--- config.mk ---
export PLATFORM = sky130hd
export DESIGN_NAME = mem_arbiter
export DESIGN_NICKNAME = d
export VERILOG_FILES = /design/src/rtl/arbiter_pkg.sv /design/src/rtl/arbiter_slot.sv /design/src/rtl/mem_arbiter.sv
export SDC_FILE = /design/constraint.sdc
export NUM_CORES = 1
export LEC_CHECK = 0
export CAP_MARGIN = 20
export CORE_MARGIN = 4
export CORE_UTILIZATION = 52
export CTS_CLUSTER_DIAMETER = 200
export CTS_CLUSTER_SIZE = 10
export DETAILED_ROUTE_END_ITERATION = 6
export GPL_ROUTABILITY_DRIVEN = 0
export PLACE_DENSITY = 0.91
export REMOVE_ABC_BUFFERS = 1
export SLEW_MARGIN = 20
export SYNTH_ARGS = -nofsm -noshare
export SYNTH_HDL_FRONTEND = slang
export SYNTH_HIERARCHICAL = 1
export SYNTH_SLANG_ARGS = --single-unit
--- constraint.sdc ---
create_clock -name clock -period 3.8 [get_ports clock]
set_clock_uncertainty 0.1 [all_clocks]
set_input_delay 0.95 -clock clock [delete_from_list [all_inputs] [get_ports clock]]
set_output_delay 0.95 -clock clock [all_outputs]
set_load 0.05 [all_outputs]
--- src/rtl/arbiter_pkg.sv ---
// arbiter_pkg: shared FSM state, response owner and request-slot types for mem_arbiter
package arbiter_pkg;
  typedef enum logic [1:0] {IDLE, BUSY_I, BUSY_D} state_t;
  typedef enum logic [1:0] {OWN_NONE, OWN_I, OWN_D} owner_t;
  typedef struct packed {
    logic [31:0] addr;
    logic [31:0] wdata;
    logic [3:0]  wstrb;
  } slot_req_t;
endpackage

--- src/rtl/arbiter_slot.sv ---
// arbiter_slot: single-entry pending request register with load/clear and same-cycle bypass
//   clock, reset : system clock, synchronous active-high reset
//   load         : capture din (ignored while an entry is already held)
//   clear        : drop the entry (it was granted this cycle)
//   held         : registered pending flag
//   pending      : held, or a load accepted this cycle (bypass)
//   q            : request presented to the arbiter (din when bypassing)
module arbiter_slot
  import arbiter_pkg::*;
#(
  parameter type req_t = slot_req_t
) (
  input  logic clock,
  input  logic reset,
  input  logic load,
  input  logic clear,
  input  req_t din,
  output logic held,
  output logic pending,
  output req_t q
);
  req_t r;
  logic ld;
  assign ld = load & ~held;
  assign pending = held | ld;
  assign q = ld ? din : r;
  always_ff @(posedge clock) begin
    if (reset) begin
      held <= 1'b0;
      r <= '0;
    end else begin
      held <= pending & ~clear;
      if (ld) r <= din;
    end
  end
endmodule

--- src/rtl/mem_arbiter.sv ---
// mem_arbiter: shares one single-outstanding bridge port between instruction fetch and data access
//   clock, reset                      : system clock, synchronous active-high reset
//   imem_valid/addr -> imem_rdata/ready : fetch requester
//   dmem_valid/addr/wdata/wstrb -> dmem_rdata/ready : data requester (wstrb 0 = load)
//   mem_valid/instr/addr/wdata/wstrb -> mem_rdata/ready : bridge side, request fields registered
//   Build option ARB_ROUND_ROBIN_EN: alternate grants on ties; otherwise data always wins ties.
module mem_arbiter
  import arbiter_pkg::*;
#(
  parameter int ADDR_WIDTH = 32,
  parameter int DATA_WIDTH = 32
) (
  input  logic                    clock,
  input  logic                    reset,
  input  logic                    imem_valid,
  input  logic [ADDR_WIDTH-1:0]   imem_addr,
  output logic [DATA_WIDTH-1:0]   imem_rdata,
  output logic                    imem_ready,
  input  logic                    dmem_valid,
  input  logic [ADDR_WIDTH-1:0]   dmem_addr,
  input  logic [DATA_WIDTH-1:0]   dmem_wdata,
  input  logic [DATA_WIDTH/8-1:0] dmem_wstrb,
  output logic [DATA_WIDTH-1:0]   dmem_rdata,
  output logic                    dmem_ready,
  output logic                    mem_valid,
  output logic                    mem_instr,
  output logic [ADDR_WIDTH-1:0]   mem_addr,
  output logic [DATA_WIDTH-1:0]   mem_wdata,
  output logic [DATA_WIDTH/8-1:0] mem_wstrb,
  input  logic [DATA_WIDTH-1:0]   mem_rdata,
  input  logic                    mem_ready
);
  localparam int SW = DATA_WIDTH / 8;
  typedef struct packed {
    logic [ADDR_WIDTH-1:0] addr;
    logic [DATA_WIDTH-1:0] wdata;
    logic [SW-1:0]         wstrb;
  } req_t;
  state_t state, next;
  owner_t own;
  req_t din_i, din_d, qi, qd;
  logic held_i, held_d, pend_i, pend_d, cand_i, cand_d;
  logic idle, done, issue, grant_d;
  assign idle = state == IDLE;
  assign done = ~idle & mem_ready;
  assign din_i = '{addr: imem_addr, wdata: '0, wstrb: '0};
  assign din_d = '{addr: dmem_addr, wdata: dmem_wdata, wstrb: dmem_wstrb};
  // A port is blocked only while its transaction is in flight; in the completion cycle it may reload.
  arbiter_slot #(.req_t(req_t)) u_slot_i (
    .clock(clock), .reset(reset),
    .load(imem_valid & ~(state == BUSY_I & ~mem_ready)),
    .clear(issue & ~grant_d), .din(din_i),
    .held(held_i), .pending(pend_i), .q(qi)
  );
  arbiter_slot #(.req_t(req_t)) u_slot_d (
    .clock(clock), .reset(reset),
    .load(dmem_valid & ~(state == BUSY_D & ~mem_ready)),
    .clear(issue & grant_d), .din(din_d),
    .held(held_d), .pending(pend_d), .q(qd)
  );
  // IDLE arbitrates including same-cycle loads; at completion only already-held entries compete.
  assign cand_i = idle ? pend_i : done & held_i;
  assign cand_d = idle ? pend_d : done & held_d;
  assign issue = cand_i | cand_d;
`ifdef ARB_ROUND_ROBIN_EN
  logic last_i;
  assign grant_d = cand_d & (~cand_i | last_i);
  always_ff @(posedge clock) begin
    if (reset) last_i <= 1'b1;
    else if (issue) last_i <= ~grant_d;
  end
`else
  assign grant_d = cand_d;
`endif
  always_ff @(posedge clock) begin
    if (reset) state <= IDLE;
    else state <= next;
  end
  always_comb begin
    next = state;
    own = OWN_NONE;
    if (issue) next = grant_d ? BUSY_D : BUSY_I;
    else if (done) next = IDLE;
    if (done) own = state == BUSY_I ? OWN_I : OWN_D;
  end
  assign imem_ready = own == OWN_I;
  assign dmem_ready = own == OWN_D;
  assign imem_rdata = imem_ready ? mem_rdata : '0;
  assign dmem_rdata = dmem_ready ? mem_rdata : '0;
  // Fetch slot carries zero wdata/wstrb, so the fetch grant drives them as 0.
  always_ff @(posedge clock) begin
    if (reset) begin
      mem_valid <= 1'b0;
      mem_instr <= 1'b0;
      mem_addr <= '0;
      mem_wdata <= '0;
      mem_wstrb <= '0;
    end else begin
      mem_valid <= issue;
      if (issue) begin
        mem_instr <= ~grant_d;
        mem_addr <= grant_d ? qd.addr : qi.addr;
        mem_wdata <= grant_d ? qd.wdata : qi.wdata;
        mem_wstrb <= grant_d ? qd.wstrb : qi.wstrb;
      end
    end
  end
endmodule

==> results.toml <==
[setup_path]
crit_arrival_ns = 2.55
end_kind = "output port"
ff2ff_path_depth = 8
startpoint_type = "primary input"
cp_data_required_time_ns = 2.75
critPathKind = "primary input to output port"
worst-path-max-fanout = 33

[pwr]
powerDensity_nw_per_um2 = 516
ir_drop_mv = 0.304
power_mw = 8.66
power_leakage_nw = 6.19

[clock_tree]
cts_root_buffer = "clkbuf_16"
htreeDepth = 1
clockBufferDepth = 3
clk_latency_ns = 0.50
cts_inserted_buffers = 24
ctsHoldBuffers = 0
clkTransAtPathRegs_ns = 0.05
cts.sinks = 210
cts_tree = "done"
postCtsSetupBuffers = 0
cts_resized = 0

[detailed_routing]
dr.first_iter.drc_count = 1044
wl_per_cell_um = 22.0
drc = 0
first_pass_iters = 5
via_per_inst = 6.20
ant_nets = 0
vias = 11400
routed_wl_mm = 40.5

[sta]
finalWorstSetupSlack_ns = 0.200
fmax_mhz = 278
setup_viol = 0
slew_headroom_pct = 42.4
fin_crit_sh_pct = 94.7
rsz0062_at_grt = "false"
drv_slew = 0
tightest_slew_ns = 0.864
hold_violations = 0
fin_crit_ns = 3.60

[yosys]
async_flop_share_pct = 0
synth.top_cell.area_share_pct = 33.7
yosys.area_share.xor_xnor_pct = 0
syn-cell-area_sq_um = 12500
synthCells = 1281
synthMuxAreaShare_pct = 13.5
postSynthAreaPerCell_sq_um = 9.74
synthFlopType = "dfxtp_1"
synth_cell_types = 36
yosysTopAreaCell = "dfxtp_1"
synth_seq_cells = 210
synthSimpleGateAreaFrac_pct = 26.1
netlist_top_cells_area = "dfxtp_1 (34%), mux2_2 (8.7%), a311oi_2 (8.2%)"
synth_edf_count = 0
synth-adder-area-share_pct = 0
synth_compound_area_share_pct = 19.7
yosys_warnings = 6
synth_top_family_by_area = "simple AND/OR/NAND/NOR gates"
ys_seq_area_share_pct = 33.7

[floorplanning]
ioPinCount = 273
rows = 56
die_w_um = 163
initial_utilization_pct = 53.0
die_h_um = 163
die_area_sq_um = 26500
core_sq_um = 23500

[layout]
final-seq-area_sq_um = 4210
drive_gt1_share_pct = 22.8
n_fill_cell = 1667
final_cell_mix = "dfxtp_1 (208), clkdlybuf4s50_1 (205), o21ai_0 (194)"
stdcell_area_sq_um = 16800
postLayoutCoreUtil_pct = 71.2
area_delta_synth_final_pct = 34.3
final_common_cell = "dfxtp_1"
multi_input_area_sq_um = 7710
fin_nets = 1661

[flow_run]
maxCapViolCount = 0

[placement]
dpl_worst_slack_ns = 0.0861
dpl-instance-area_sq_um = 16100
hpwl_mm = 25.6
port_buffers = 272

[grt]
grt_pass1_vias = 11700
grt_start_max_net_pins = 125
antenna_found_initial = 1
gr-total-overflow = 0
grt_pass1_wl_mm = 63.6
grt.total_usage_pct = 29.2

[status]
status = "finished clean"

[min_path]
whs_path_depth = 2
holdCritPathClass = "flop to flop"
==> layer usage <==
layer	wire, um	share of wire (%)	track usage (%)	vias to the layer above
met3	2860	7.1	4.28	113
li1	-	-	-	5140
met1	15800	39	36.1	5571
met2	20100	50	51.0	607
met5	0	0	0	-
met4	1620	4.0	12.3	0
==> Yosys cell counts, drive strengths merged (4+ instances only) <==
| master | n |
|---|---|
| nor3b | 4 |
| o21ai | 204 |
| nand3 | 68 |
| a311oi | 68 |
| or4bb | 72 |
| dfxtp | 210 |
| and3 | 32 |
| and2 | 34 |
| buf | 48 |
| clkbuf | 112 |
| nand4bb | 64 |
| a21oi | 70 |
| mux2 | 136 |
| nand2b | 140 |
==> worst max-delay path: stages <==
cell	delay, ns
clkdlybuf4s50_1	0.48
buf_4	0.17
nor3b_2	0.16
buf_4	0.31
and2_1	0.29
buf_12	0.17
==> layout make-up <==
cell class / count / area share, %
antenna: 1 / 0.0149
clock buffer: 25 / 3.73
inverter: 2 / 0.0448
multi-input combinational: 980 / 46.0
sequential: 210 / 25.1
tap: 319 / 2.38
timing repair buffer: 306 / 22.7
==> state kept, by name, summed over array words and instances, names as in the netlist <==
name and flops:
mem_instr 1, mem_wstrb 4, state 2, u_slot_i/r 68, u_slot_d/r 68, mem_wdata 32, mem_valid 1, u_slot_d/held 1
mem_addr 32, u_slot_i/held 1
==> power by group <==
part | switching [mW] | internal [mW] | leakage (nW)
clock network | 0.868 | 1.15 | 0.308
logic | 2.27 | 1.55 | 4.15
registers | 0.260 | 2.56 | 1.73
==> per-stage QoR <==
stage | setup TNS [ns] | instances | hold WS [ns]
6_report | 0 | 1843 | 0.374
5_1_grt | 0 | 1843 | 0.384
4_1_cts | 0 | 1841 | 0.368
3_5_place_dp | 0 | 1816 | 0.358
3_3_place_gp | 0 | 1816 | 0.347
2_1_floorplan | -219.75 | 1192 | 0.338
==> kinds of logic (layout without fill, tap and decap cells) <==
kind of cell / count (synthesis) / after routing
simple gates: 424 / 424
compound gates: 348 / 348
flops: 210 / 210
buf+inv: 162 / 333
mux: 136 / 136
other cells: 1 / 73
==> worst paths after layout <==
| kind | from | end | slack, ns |
|---|---|---|---|
| setup / recovery | mem_ready | imem_rdata[27] | 0.20 |
| hold / removal | u_slot_d/r[49] | u_slot_d/r[49] | 0.37 |
| setup reg to reg | state[0] | mem_wdata[1] | 0.98 |
| hold reg to reg | u_slot_d/r[49] | u_slot_d/r[49] | 0.37 |
No activity file was read; power rests on OpenSTA's default activity.
